### src/rtl/uart_rx_oversampler.sv
// UART receive oversampler: synchronises R_IN, captures NSAMP samples around the
// bit centre (or one centre sample) and emits a registered majority-voted bit.
module uart_rx_oversampler #(
  parameter int PRESC_W     = 6,
  parameter int NSAMP       = 3,
  parameter int SYNC_STAGES = 2
) (
  input  logic               CLK,
  input  logic               RST,
  input  logic               R_IN,
  input  logic [PRESC_W-1:0] prescale,
  input  logic [PRESC_W-1:0] edge_cnt,
  input  logic               dat_samp_en,
  input  logic               single_mode,
  output logic               sampled_bit,
  output logic               sample_valid,
  output logic               noise_flag,
  output logic               cfg_err
);

  localparam int                 CW   = $clog2(NSAMP + 1);
  localparam logic [PRESC_W-1:0] SPAN = PRESC_W'(NSAMP - 1);
  localparam logic [CW-1:0]      FULL = CW'(NSAMP - 1);

  logic [SYNC_STAGES-1:0] sync_q;
  logic                   rin_s;
  logic [NSAMP-1:0]       samp_q;
  logic [CW-1:0]          cnt_q;
  logic [PRESC_W-1:0]     last_idx_q;

  logic [PRESC_W-1:0] centre, first_slot;
  logic               eff_single, in_slot, at_c, cap, done;
  logic [NSAMP-1:0]   window;
  logic [CW-1:0]      ones;
  logic               maj, all_eq;

  assign rin_s = sync_q[SYNC_STAGES-1];

  always_ff @(posedge CLK or negedge RST) begin
    if (!RST) begin
      sync_q <= '1;
    end else begin
      sync_q[0] <= R_IN;
      for (int i = 1; i < SYNC_STAGES; i++) sync_q[i] <= sync_q[i-1];
    end
  end

  // A too-narrow majority window falls back to a single centre sample.
  always_comb begin
    centre     = prescale >> 1;
    cfg_err    = !single_mode && (centre < SPAN);
    eff_single = single_mode | cfg_err;
    first_slot = eff_single ? centre : centre - SPAN;
    in_slot    = (edge_cnt >= first_slot) && (edge_cnt <= centre);
    at_c       = (edge_cnt == centre);
    cap        = dat_samp_en && in_slot && (edge_cnt != last_idx_q);
    done       = cap && at_c && (cnt_q == (eff_single ? '0 : FULL));
    window     = {samp_q[NSAMP-2:0], rin_s};
  end

  always_comb begin
    ones = '0;
    for (int i = 0; i < NSAMP; i++) ones = ones + CW'(window[i]);
    maj    = ones > CW'(NSAMP / 2);
    all_eq = (ones == '0) || (ones == CW'(NSAMP));
  end

  always_ff @(posedge CLK or negedge RST) begin
    if (!RST) begin
      samp_q     <= '1;
      cnt_q      <= '0;
      last_idx_q <= '1;
    end else begin
      if (cap) samp_q <= window;
      if (!dat_samp_en)
        cnt_q <= '0;
      else if (edge_cnt == '0 && first_slot != '0)
        cnt_q <= '0;
      else if (cap)
        cnt_q <= at_c ? '0 : cnt_q + 1'b1;
      // Index all-ones is never a slot, so it marks "nothing captured yet".
      if (!dat_samp_en || !in_slot)
        last_idx_q <= '1;
      else if (cap)
        last_idx_q <= edge_cnt;
    end
  end

  always_ff @(posedge CLK or negedge RST) begin
    if (!RST) begin
      sampled_bit  <= 1'b1;
      sample_valid <= 1'b0;
      noise_flag   <= 1'b0;
    end else begin
      sample_valid <= done;
      if (done) begin
        sampled_bit <= eff_single ? rin_s : maj;
        noise_flag  <= eff_single ? 1'b0 : !all_eq;
      end
    end
  end

endmodule

### config.mk
export PLATFORM = sky130hd
export DESIGN_NAME = uart_rx_oversampler
export DESIGN_NICKNAME = d
export VERILOG_FILES = /design/src/rtl/uart_rx_oversampler.sv
export SDC_FILE = /design/constraint.sdc
export NUM_CORES = 1
export LEC_CHECK = 0
export CORE_MARGIN = 10
export CORE_UTILIZATION = 35
export DETAILED_ROUTE_END_ITERATION = 6
export GPL_TIMING_DRIVEN = 0
export PLACE_DENSITY_LB_ADDON = 0.3
export SLEW_MARGIN = 10
export SYNTH_ARGS = -nofsm -noshare
export SYNTH_HDL_FRONTEND = slang
export SYNTH_SLANG_ARGS = --single-unit
export TNS_END_PERCENT = 10
### constraint.sdc
create_clock -name CLK -period 4.4 [get_ports CLK]
set_input_delay 0.88 -clock CLK [delete_from_list [all_inputs] [get_ports CLK]]
set_output_delay 0.88 -clock CLK [all_outputs]
set_load 0.01 [all_outputs]
# Word-level counts from Yosys, hierarchy flattened
# Index checks and enable logic that the tools add are counted.
totals:
  ff_bits: 15
  latchBits: 0
  ramBits: 0
  romBits: 0
  in_bits: 17
  out_inout_bits: 4
  wordCells: 48
  mem_count: 0
op_classes:
  add_sub_neg: 4
  n_mul: 0
  div_mod_pow: 0
  magnitude_cmp: 4
  eq_ne: 5
  shifts: 0
  n_mux: 10
  n_bitwise: 1
  reduce_logical: 17
op_table:
  columns: ["cell", "n"]
  rows:
  - ["$mux 6", 3]
  - ["$mux 2", 5]
  - ["$logic_and 1x1->1", 7]
  - ["$eq 6x5->1", 1]
  - ["$ge 6x6->1", 1]
  - ["$le 6x5->1", 1]
  - ["$logic_not 6->1", 1]
  - ["$ne 6x6->1", 1]
  - ["$reduce_bool 6->1", 1]
  - ["$sub 5x2->6 const B", 1]
  - ["$lt 5x2->1 const B", 1]
  - ["$logic_not 1->1", 4]
  - ["$ne 3x1->1 const B", 1]
  - ["$add 1x1->2", 1]
  - ["$add 2x1->2", 1]
  - ["$add 2x1->2 const B", 1]
  - ["$eq 2x2->1", 1]
  - ["$eq 2x2->1 const B", 1]
  - ["$gt 2x1->1 const B", 1]
  - ["$logic_not 2->1", 1]
  - ["$logic_or 1x1->1", 2]
  - ["$mux 1", 2]
  - ["$reduce_bool 2->1", 1]
  - ["$or 1x1->1", 1]

# Logic depth before layout (Yosys ltp)
# Gate-level depths: netlist of the first run.
depth:
  depth_word: 11
  ltp_mapped: 13
  depth_no_buf: 12

# Worst setup path before layout of the first run
# Ideal clock, no wire load.
synth_path:
  path_type: "input -> register"
  start: "input prescale[4]"
  end: "register noise_flag"
  setup_ps: 125
  arrival_ps: 3153
  required_time_ps: 4275
  setup_slack_ps: 1122
  stages: 13
  n_path_buf: 1
  path_cell_list: "clkbuf_1 -> nor2_1 -> a21o_1 -> nor2_1 -> a21oi_1 -> ha_1 -> nand2_1 -> o21ai_0 -> a2111oi_0 -> a211oi_2 -> inv_2 -> nor3_2 -> mux2_2"
synth_between:
  elab_chain_cells: 10
  word_cells_on_any_way: 16
  classes_between: "add/sub (1); order compare (3); eq/ne (2); mux (3); bitwise (1); reduce/logical (6)"
synth_lines:
  columns: ["item", "line", "rtl"]
  rows:
  - ["from (decl)", "11", "input logic [PRESC_W-1:0] prescale,"]
  - ["$lt 5x2->1", "51", "cfg_err = !single_mode && (centre < SPAN);"]
  - ["$logic_and 1x1->1", "51", null]
  - ["$or 1x1->1", "52", "eff_single = single_mode | cfg_err;"]
  - ["$mux 6", "53", "first_slot = eff_single ? centre : centre - SPAN;"]
  - ["$ge 6x6->1", "54", "in_slot = (edge_cnt >= first_slot) && (edge_cnt <= centre);"]
  - ["$logic_and 1x1->1", "54", null]
  - ["$logic_and 1x1->1 (2 in series)", "56", "cap = dat_samp_en && in_slot && (edge_cnt != last_idx_q);"]
  - ["$logic_and 1x1->1", "57", "done = cap && at_c && (cnt_q == (eff_single ? '0 : FULL));"]
  - ["$logic_and 1x1->1 *", "57", null]
  - ["via done", "32", "logic eff_single, in_slot, at_c, cap, done;"]
  - ["to (signal assigned)", "98", "noise_flag <= eff_single ? 1'b0 : !all_eq;"]
  - ["to (decl)", "17", "output logic noise_flag,"]
# Mark *: on every way through the listed nets, which the timed path passes. The rest lies on a longest branch.
# A chain may end at the register's enable or synchronous reset.

# Worst setup path after layout of the first run
layout_path:
  start: "input prescale[2]"
  end: "register noise_flag"
# Same word-level chain as after synthesis.

==> impl_metrics.toml, run 1 <==
[final_layout]
multi_input_area_sq_um = 649
nNetsFinal = 167
final_util = 0.443
design_area_sq_um = 1340
synthToLayoutAreaGrowth_pct = 23.1
seq_area_sq_um = 389
fill_cells = 307
drive_above_1_share = 0.161
n_antenna_cell = 0

[yosys]
yosys_register_bits = 15
ys.warnings.count = 0
avgSynthCellArea_sq_um = 9.41
synth-seq-area-share = 0.357
syn-num-nets = 145
synth.area.top_cells = "dfstp_2 (26%), ha_1 (13%), dfrtp_1 (9.2%), o21ai_0 (5.0%), xor2_1 (4.0%)"
synth_cell_types = 38
async_flop_share = 1.00
synth_top_area_frac = 0.265
netlist_instances = 116
netlist_area_sq_um = 1090
synth_edf_count = 0
yosysTopAreaCell = "dfstp_2"
synthFlopType = "dfstp_2"
yosys-top-cells-count = "dfstp_2 (11), ha_1 (11), inv_1 (11), o21ai_0 (11), a21oi_1 (7)"

[critical_path]
crit_path_end_kind = "flip-flop"
path_buf_inv = 3
cp_data_arrival_time_ps = 3950
required_ps = 4570
reg2reg_from = "last_idx_q[5]"
cp_common_cell = "ha_1"
cp_max_fo = 8
crit_path_cell_trace = "clkdlybuf4s50_1 -> inv_1 -> ha_1 -> nor2_1 -> a21oi_1 -> ha_1 -> nand2_1 -> o21ai_0 -> a2111oi_0 -> a211oi_2 -> inv_2 -> nor3_2 -> mux2_2"
crit_family = "compound AO/OA/AOI/OAI gates"
critPathLaunchType = "primary input"
timing.critical_path.from = "prescale[2]"
criticalPathCategory = "primary input to flip-flop"
critPathMaxStageDelay_ps = 580
slowest_stage = "clkdlybuf4s50_1"

[grt]
grt_first_pass_wirelength_um = 4150
grt_remaining_overflow = 0
grt_pass1_vias = 926
grtUsageTotal = 0.0916
antenna_found_initial = 0
grt_start_max_net_pins = 16

[floorplan]
die-area_sq_um = 5750
die_w_um = 75.8
top_level_ports = 21
num_rows = 20
core_sq_um = 3030
die_y_um = 75.8
initial_core_util = 0.360

[sta]
rsz0062_at_grt = "false"
min_period_ps = 3780
fin_crit_sh = 0.860
fmax_ghz = 0.264
setup_viol = 0
setup-tns-final_ps = 0
hold_viol_final = 0
fin_worst_skew_ps = 5.03
tightest_slew_ps = 644
maxSlewViolCount = 0
maxSlewHeadroom = 0.570

[power]
swShare = 0.297
power_frac_comb = 0.309
ir_worst_vdd_mv = 0.173
seqPwrFrac = 0.473
total_power_w = 0.000348
power.leakage_nw = 0.540
clkPwrFrac = 0.219
p_switching_w = 0.000103
power_density_nw_per_um2 = 259
p_int_w = 0.000245

[clocking]
ctsResizeCount = 0
clock_latency_ps = 280
cts_buffer_depth = 2
cts_setup_buffers = 0
cts_tree = "built"
h-tree-depth = 1
cts-root-buf = "clkbuf_4"
cts_made_buffers = 3
path_clk_slew_ps = 90
cts-hold-fix-buffers = 0
cts.sinks = 15

[drt]
ant_nets = 0
wl_um = 2450
drc = 0
wl_per_cell_um = 13.5
vias_per_cell = 4.93
drt_pass1_iterations = 4
drt_iter0_drc = 36
route.vias.total = 892

[outcome]
status = "complete, no violations"

[run]
drv_cap = 0

[place]
io_buffers = 17
placed_area_sq_um = 1320
hpwl_um = 2000
place_congestion = 0.729

[min_path]
holdCritStartpoint = "sync_q[0]"
worstHoldPathType = "flip-flop to flip-flop"
-- cell families after synthesis --
kind of cell             share of synthesized area
multiplexers                                0.0206
XOR/XNOR                                    0.0722
adder cells (fa/ha/maj)                      0.144
AND/OR/NAND/NOR                              0.192
buffers and inverters                       0.0482
AO/OA/AOI/OAI                                0.166
flip-flops                                   0.357
-- through the flow --
| step | hold WS, ps | setup slack [ps] | cells |
|---|---|---|---|
| floorplan | 345 | 1120 | 116 |
| global placement | 351 | 291 | 177 |
| detailed placement | 347 | 286 | 177 |
| CTS | 363 | 581 | 181 |
| global route | 370 | 376 | 181 |
| finish | 361 | 618 | 181 |
-- metal layers --
layer  GRT usage  vias to the layer above  wire [um]
li1            -                      463          -
met1       0.106                      407       1080
met2       0.162                       17       1210
met3      0.0195                        5        118
met4      0.0309                        0         31
met5           0                        -          0
-- path summary, 6_finish.rpt --
check | slack [ps] | cells after the start | endpoint
worst max-delay path | 620 | 13 | noise_flag
worst max register to register | 2700 | 6 | noise_flag
worst min-delay path | 360 | 0 | sync_q[1]
worst min register to register | 360 | 0 | sync_q[1]
min in group asynchronous | 990 | 1 | noise_flag
max in group asynchronous | 3000 | 1 | cnt_q[1]
-- state kept, by name, summed over array words and instances, names as in the netlist --
signal	flops
cnt_q	2
noise_flag	1
samp_q	2
sync_q	2
sample_valid	1
sampled_bit	1
last_idx_q	6
-- area by class of cell --
cell class	instances	area share
Buffer	2	0.00559
Clock buffer	4	0.0196
Inverter	12	0.0336
Multi-Input combinational cell	87	0.484
Sequential cell	15	0.290
Tap cell	44	0.0410
Timing Repair Buffer	17	0.127
-- layout by cell type, fill, tap and decap left out, drive strengths merged, types with 3 or more instances in the layout --
master | synthesis | layout
inv | 12 | 12
clkdlybuf4s50 | 0 | 17
a211oi | 3 | 3
a21oi | 7 | 7
xnor2 | 4 | 4
nor3 | 4 | 4
ha | 11 | 11
clkbuf | 2 | 6
nor2 | 7 | 7
xor2 | 5 | 5
nand2 | 6 | 6
or4 | 3 | 3
o21ai | 11 | 11
dfstp | 11 | 11
dfrtp | 4 | 4
or2b | 4 | 4
-- power by group through the flow --
stage	Clock [W]	Sequential, W	Combinational [W]
final	0.0000761	0.000164	0.000107
after floorplan	0	0.000165	0.0000722
after detailed placement	0	0.000167	0.000108
after CTS	0.0000794	0.000164	0.000109
after global placement	0	0.000165	0.000105
after global routing	0.0000865	0.000166	0.000125
Power figures use the tool's default switching activity.
==> inputs of run 2 (changes only) <==
Settings changed: CELL_PAD_IN_SITES_DETAIL_PLACEMENT set to 0, CELL_PAD_IN_SITES_GLOBAL_PLACEMENT set to 1.
==> impl_metrics.toml, run 2 (same netlist as run 1, synthesis figures left out) <==
[critical_path]
cp_data_arrival_time_ps = 3950
criticalPathCategory = "primary input to flip-flop"
critPathLaunchType = "primary input"
crit_path_end_kind = "flip-flop"
cp_max_fo = 8
required_ps = 4570

[final_layout]
layout_commonest_cell = "clkdlybuf4s50_1"
synthToLayoutAreaGrowth_pct = 23.1
drive_above_1_share = 0.161
largest_reg_flops = 6
final_cell_mix = "clkdlybuf4s50_1 (17), inv_1 (11), o21ai_0 (11), ha_1 (11), dfstp_2 (11)"
n_antenna_cell = 0
largest_register = "last_idx_q"
final_util = 0.443
nNetsFinal = 167

[grt]
grt_remaining_overflow = 0
grt_first_pass_wirelength_um = 4220
grt_start_max_net_pins = 16
antenna_found_initial = 0
grtUsageTotal = 0.0937
grt_pass1_vias = 899

[clocking]
clock_latency_ps = 280
h-tree-depth = 1
cts_buffer_depth = 2
cts.sinks = 15
path_clk_slew_ps = 80
cts_setup_buffers = 0
cts-root-buf = "clkbuf_4"
ctsResizeCount = 0
cts_made_buffers = 3
cts-hold-fix-buffers = 0
cts_tree = "built"

[floorplan]
top_level_ports = 21
initial_core_util = 0.360
die_w_um = 75.8
die-area_sq_um = 5750
num_rows = 20
core_sq_um = 3030
die_y_um = 75.8

[min_path]
worstHoldPathType = "flip-flop to flip-flop"

[place]
place_congestion = 0.808
hpwl_um = 2030
io_buffers = 17

[drt]
ant_nets = 0
vias_per_cell = 4.93
route.vias.total = 893
wl_um = 2510
drt_pass1_iterations = 4
drc = 0
drt_iter0_drc = 23
wl_per_cell_um = 13.9

[power]
power.leakage_nw = 0.540
ir_worst_vdd_mv = 0.188
power_density_nw_per_um2 = 262

[sta]
tightest_slew_ps = 650
min_period_ps = 3780
fin_worst_skew_ps = 8.33
rsz0062_at_grt = "false"
setup-tns-final_ps = 0
setup_viol = 0
fmax_ghz = 0.265
hold_viol_final = 0
maxSlewHeadroom = 0.566
fin_crit_sh = 0.859
maxSlewViolCount = 0

[outcome]
status = "complete, no violations"

[run]
drv_cap = 0
[run 2: path summary, 6_finish.rpt]
check                                    from         end  slack [ps]  cells after the start
worst min-delay path                sync_q[0]   sync_q[1]         370                      0
worst max-delay path              prescale[2]  noise_flag         620                     13
worst max register to register  last_idx_q[5]  noise_flag        2650                      6
worst min register to register      sync_q[0]   sync_q[1]         370                      0
max in group asynchronous                 RST    cnt_q[1]        2990                      1
min in group asynchronous                 RST    cnt_q[0]         990                      1
[run 2: area by class of cell]
class / instances / area (sq um)
well taps: 44 / 55.1
inverters: 12 / 45.0
fillers: 297 / 1690
flip-flops and latches: 15 / 389
repair buffers: 17 / 170
clock buffers: 4 / 26.3
multi-input cells: 87 / 649
plain buffers: 2 / 7.51
[run 2: critical path, cell delays in order]
cell             delay [ps]
clkdlybuf4s50_1         590
inv_1                   100
ha_1                    330
nor2_1                  110
a21oi_1                  50
ha_1                    300
nand2_1                  50
o21ai_0                 170
a2111oi_0               140
a211oi_2                440
inv_2                   140
nor3_2                  280
mux2_2                  370
[run 2: routing by layer]
layer / GRT usage / wire length (um)
met4: 0.00619 / 0
met3: 0.0391 / 151
met1: 0.127 / 1250
met5: 0 / 0
met2: 0.141 / 1110
[run 2: power breakdown]
| part | leakage, nW | switching, W | internal (W) |
|---|---|---|---|
| clock | 0.0150 | 0.0000427 | 0.0000352 |
| sequential | 0.171 | 0.00000626 | 0.000158 |
| combinational | 0.354 | 0.0000573 | 0.0000526 |
| total | 0.540 | 0.000106 | 0.000246 |
[run 2: stage by stage]
| stage | total power [W] | hold slack, ps | std cells | cell area, sq um | worst slack, ps |
|---|---|---|---|---|---|
| after floorplan | 0.000237 | 345 | 116 | 1090 | 1120 |
| after global routing | 0.000380 | 372 | 181 | 1340 | 373 |
| after global placement | 0.000273 | 349 | 177 | 1320 | 306 |
| after CTS | 0.000358 | 363 | 181 | 1340 | 603 |
| final | 0.000352 | 366 | 181 | 1340 | 620 |
| after detailed placement | 0.000279 | 350 | 177 | 1320 | 317 |
==> inputs of run 3 (changes only) <==
Settings changed: PLACE_DENSITY_LB_ADDON 0.3 to 0.2, SETUP_SLACK_MARGIN set to 0.1.
==> impl_metrics.toml, run 3 (same netlist as run 1, synthesis figures left out) <==
[sta]
maxSlewHeadroom = 0.563
tightest_slew_ps = 654
setup_viol = 0
min_period_ps = 3870
fmax_ghz = 0.258
fin_ws_ps = 528
hold_viol_final = 0
setup-tns-final_ps = 0
fin_crit_sh = 0.880
fin_worst_skew_ps = 1.22
rsz0062_at_grt = "false"
maxSlewViolCount = 0

[clocking]
cts-hold-fix-buffers = 0
path_clk_slew_ps = 90
cts_setup_buffers = 0
cts_made_buffers = 3
cts-root-buf = "clkbuf_4"
clock_latency_ps = 280
ctsResizeCount = 0
cts.sinks = 15
cts_tree = "built"
cts_buffer_depth = 2
h-tree-depth = 1

[floorplan]
num_rows = 20
core_sq_um = 3030
die_w_um = 75.8
die-area_sq_um = 5750
initial_core_util = 0.360
top_level_ports = 21
die_y_um = 75.8

[drt]
drt_pass1_iterations = 4
wl_met1_um = 1150
drt_iter0_drc = 45
wl_um = 2440
wl_per_cell_um = 13.5
highest_layer = "met4"
ant_nets = 0
dr_wl_met2_um = 1110
wl_met3_um = 151
drc = 0
vias_per_cell = 4.96
route.vias.total = 898

[final_layout]
fill_cells = 309
n_antenna_cell = 0
seq_area_sq_um = 389
final_util = 0.443
layout_commonest_cell = "clkdlybuf4s50_1"
largest_reg_flops = 6
nNetsFinal = 167
final_cell_mix = "clkdlybuf4s50_1 (17), inv_1 (11), o21ai_0 (11), ha_1 (11), dfstp_2 (11)"
design_area_sq_um = 1340
synthToLayoutAreaGrowth_pct = 23.1
largest_register = "last_idx_q"
drive_above_1_share = 0.161
multi_input_area_sq_um = 649

[grt]
grt_first_pass_wirelength_um = 4200
antenna_found_initial = 0
grt_pass1_vias = 881
grt_remaining_overflow = 0
grt_start_max_net_pins = 16
grtUsageTotal = 0.0956

[critical_path]
critPathLaunchType = "primary input"
crit_family = "compound AO/OA/AOI/OAI gates"
reg2reg_from = "last_idx_q[5]"
reg2reg_slack_ps = 2620
timing.critical_path.from = "prescale[2]"
cp_data_arrival_time_ps = 4040
crit_path_end_kind = "flip-flop"
slowest_stage = "clkdlybuf4s50_1"
critPathMaxStageDelay_ps = 590
reg2reg_to = "noise_flag"
crit_path_cell_trace = "clkdlybuf4s50_1 -> inv_1 -> ha_1 -> nor2_1 -> a21oi_1 -> ha_1 -> nand2_1 -> o21ai_0 -> a2111oi_0 -> a211oi_2 -> inv_2 -> nor3_2 -> mux2_2"
criticalPathCategory = "primary input to flip-flop"
path_buf_inv = 3
worstRegToRegCells = 6
cp_common_cell = "ha_1"
required_ps = 4570
cp_max_fo = 8

[power]
power_density_nw_per_um2 = 259
power.leakage_nw = 0.540
ir_worst_vdd_mv = 0.186

[outcome]
status = "complete, no violations"

[place]
pre_cts_slack_ps = 211
hpwl_um = 2010
io_buffers = 17
place_congestion = 0.809
placed_area_sq_um = 1320

[run]
drv_cap = 0

[min_path]
whs_endpoint = "sync_q[1]"
hold_depth = 0
worstHoldPathType = "flip-flop to flip-flop"
holdCritStartpoint = "sync_q[0]"
run 3: where the power goes:
group / total [W] / switching [W] / leakage (nW) / internal [W]
sequential: 0.000163 / 0.00000513 / 0.171 / 0.000158
clock: 0.0000773 / 0.0000421 / 0.0150 / 0.0000351
combinational: 0.000108 / 0.0000564 / 0.354 / 0.0000516
run 3: per-layer routing:
layer / GRT usage / up-vias
met2: 0.142 / 18
met5: 0 / -
met1: 0.122 / 423
li1: - / 455
met4: 0.0392 / 0
met3: 0.0352 / 2
run 3: final cells by class:
type / count / share of cell area
multi-input cells: 87 / 0.484
repair buffers: 17 / 0.127
inverters: 12 / 0.0336
clock buffers: 4 / 0.0196
plain buffers: 2 / 0.00559
flip-flops and latches: 15 / 0.290
well taps: 44 / 0.0410
run 3: worst max-delay path by stage:
| stage | to | slack [ps] | cells after the start |
|---|---|---|---|
| CTS | noise_flag | 500 | 13 |
| global route | noise_flag | 250 | 13 |
| global placement | noise_flag | 220 | 13 |
| detailed placement | noise_flag | 210 | 13 |
| floorplan | noise_flag | 1120 | 13 |
| finish | noise_flag | 530 | 13 |
run 3: metrics by stage:
step | hold slack [ps] | power (W) | std cells
2_1_floorplan | 345 | 0.000237 | 116
5_1_grt | 373 | 0.000383 | 181
6_report | 365 | 0.000348 | 181
4_1_cts | 363 | 0.000354 | 181
3_5_place_dp | 350 | 0.000274 | 177
3_3_place_gp | 347 | 0.000273 | 177
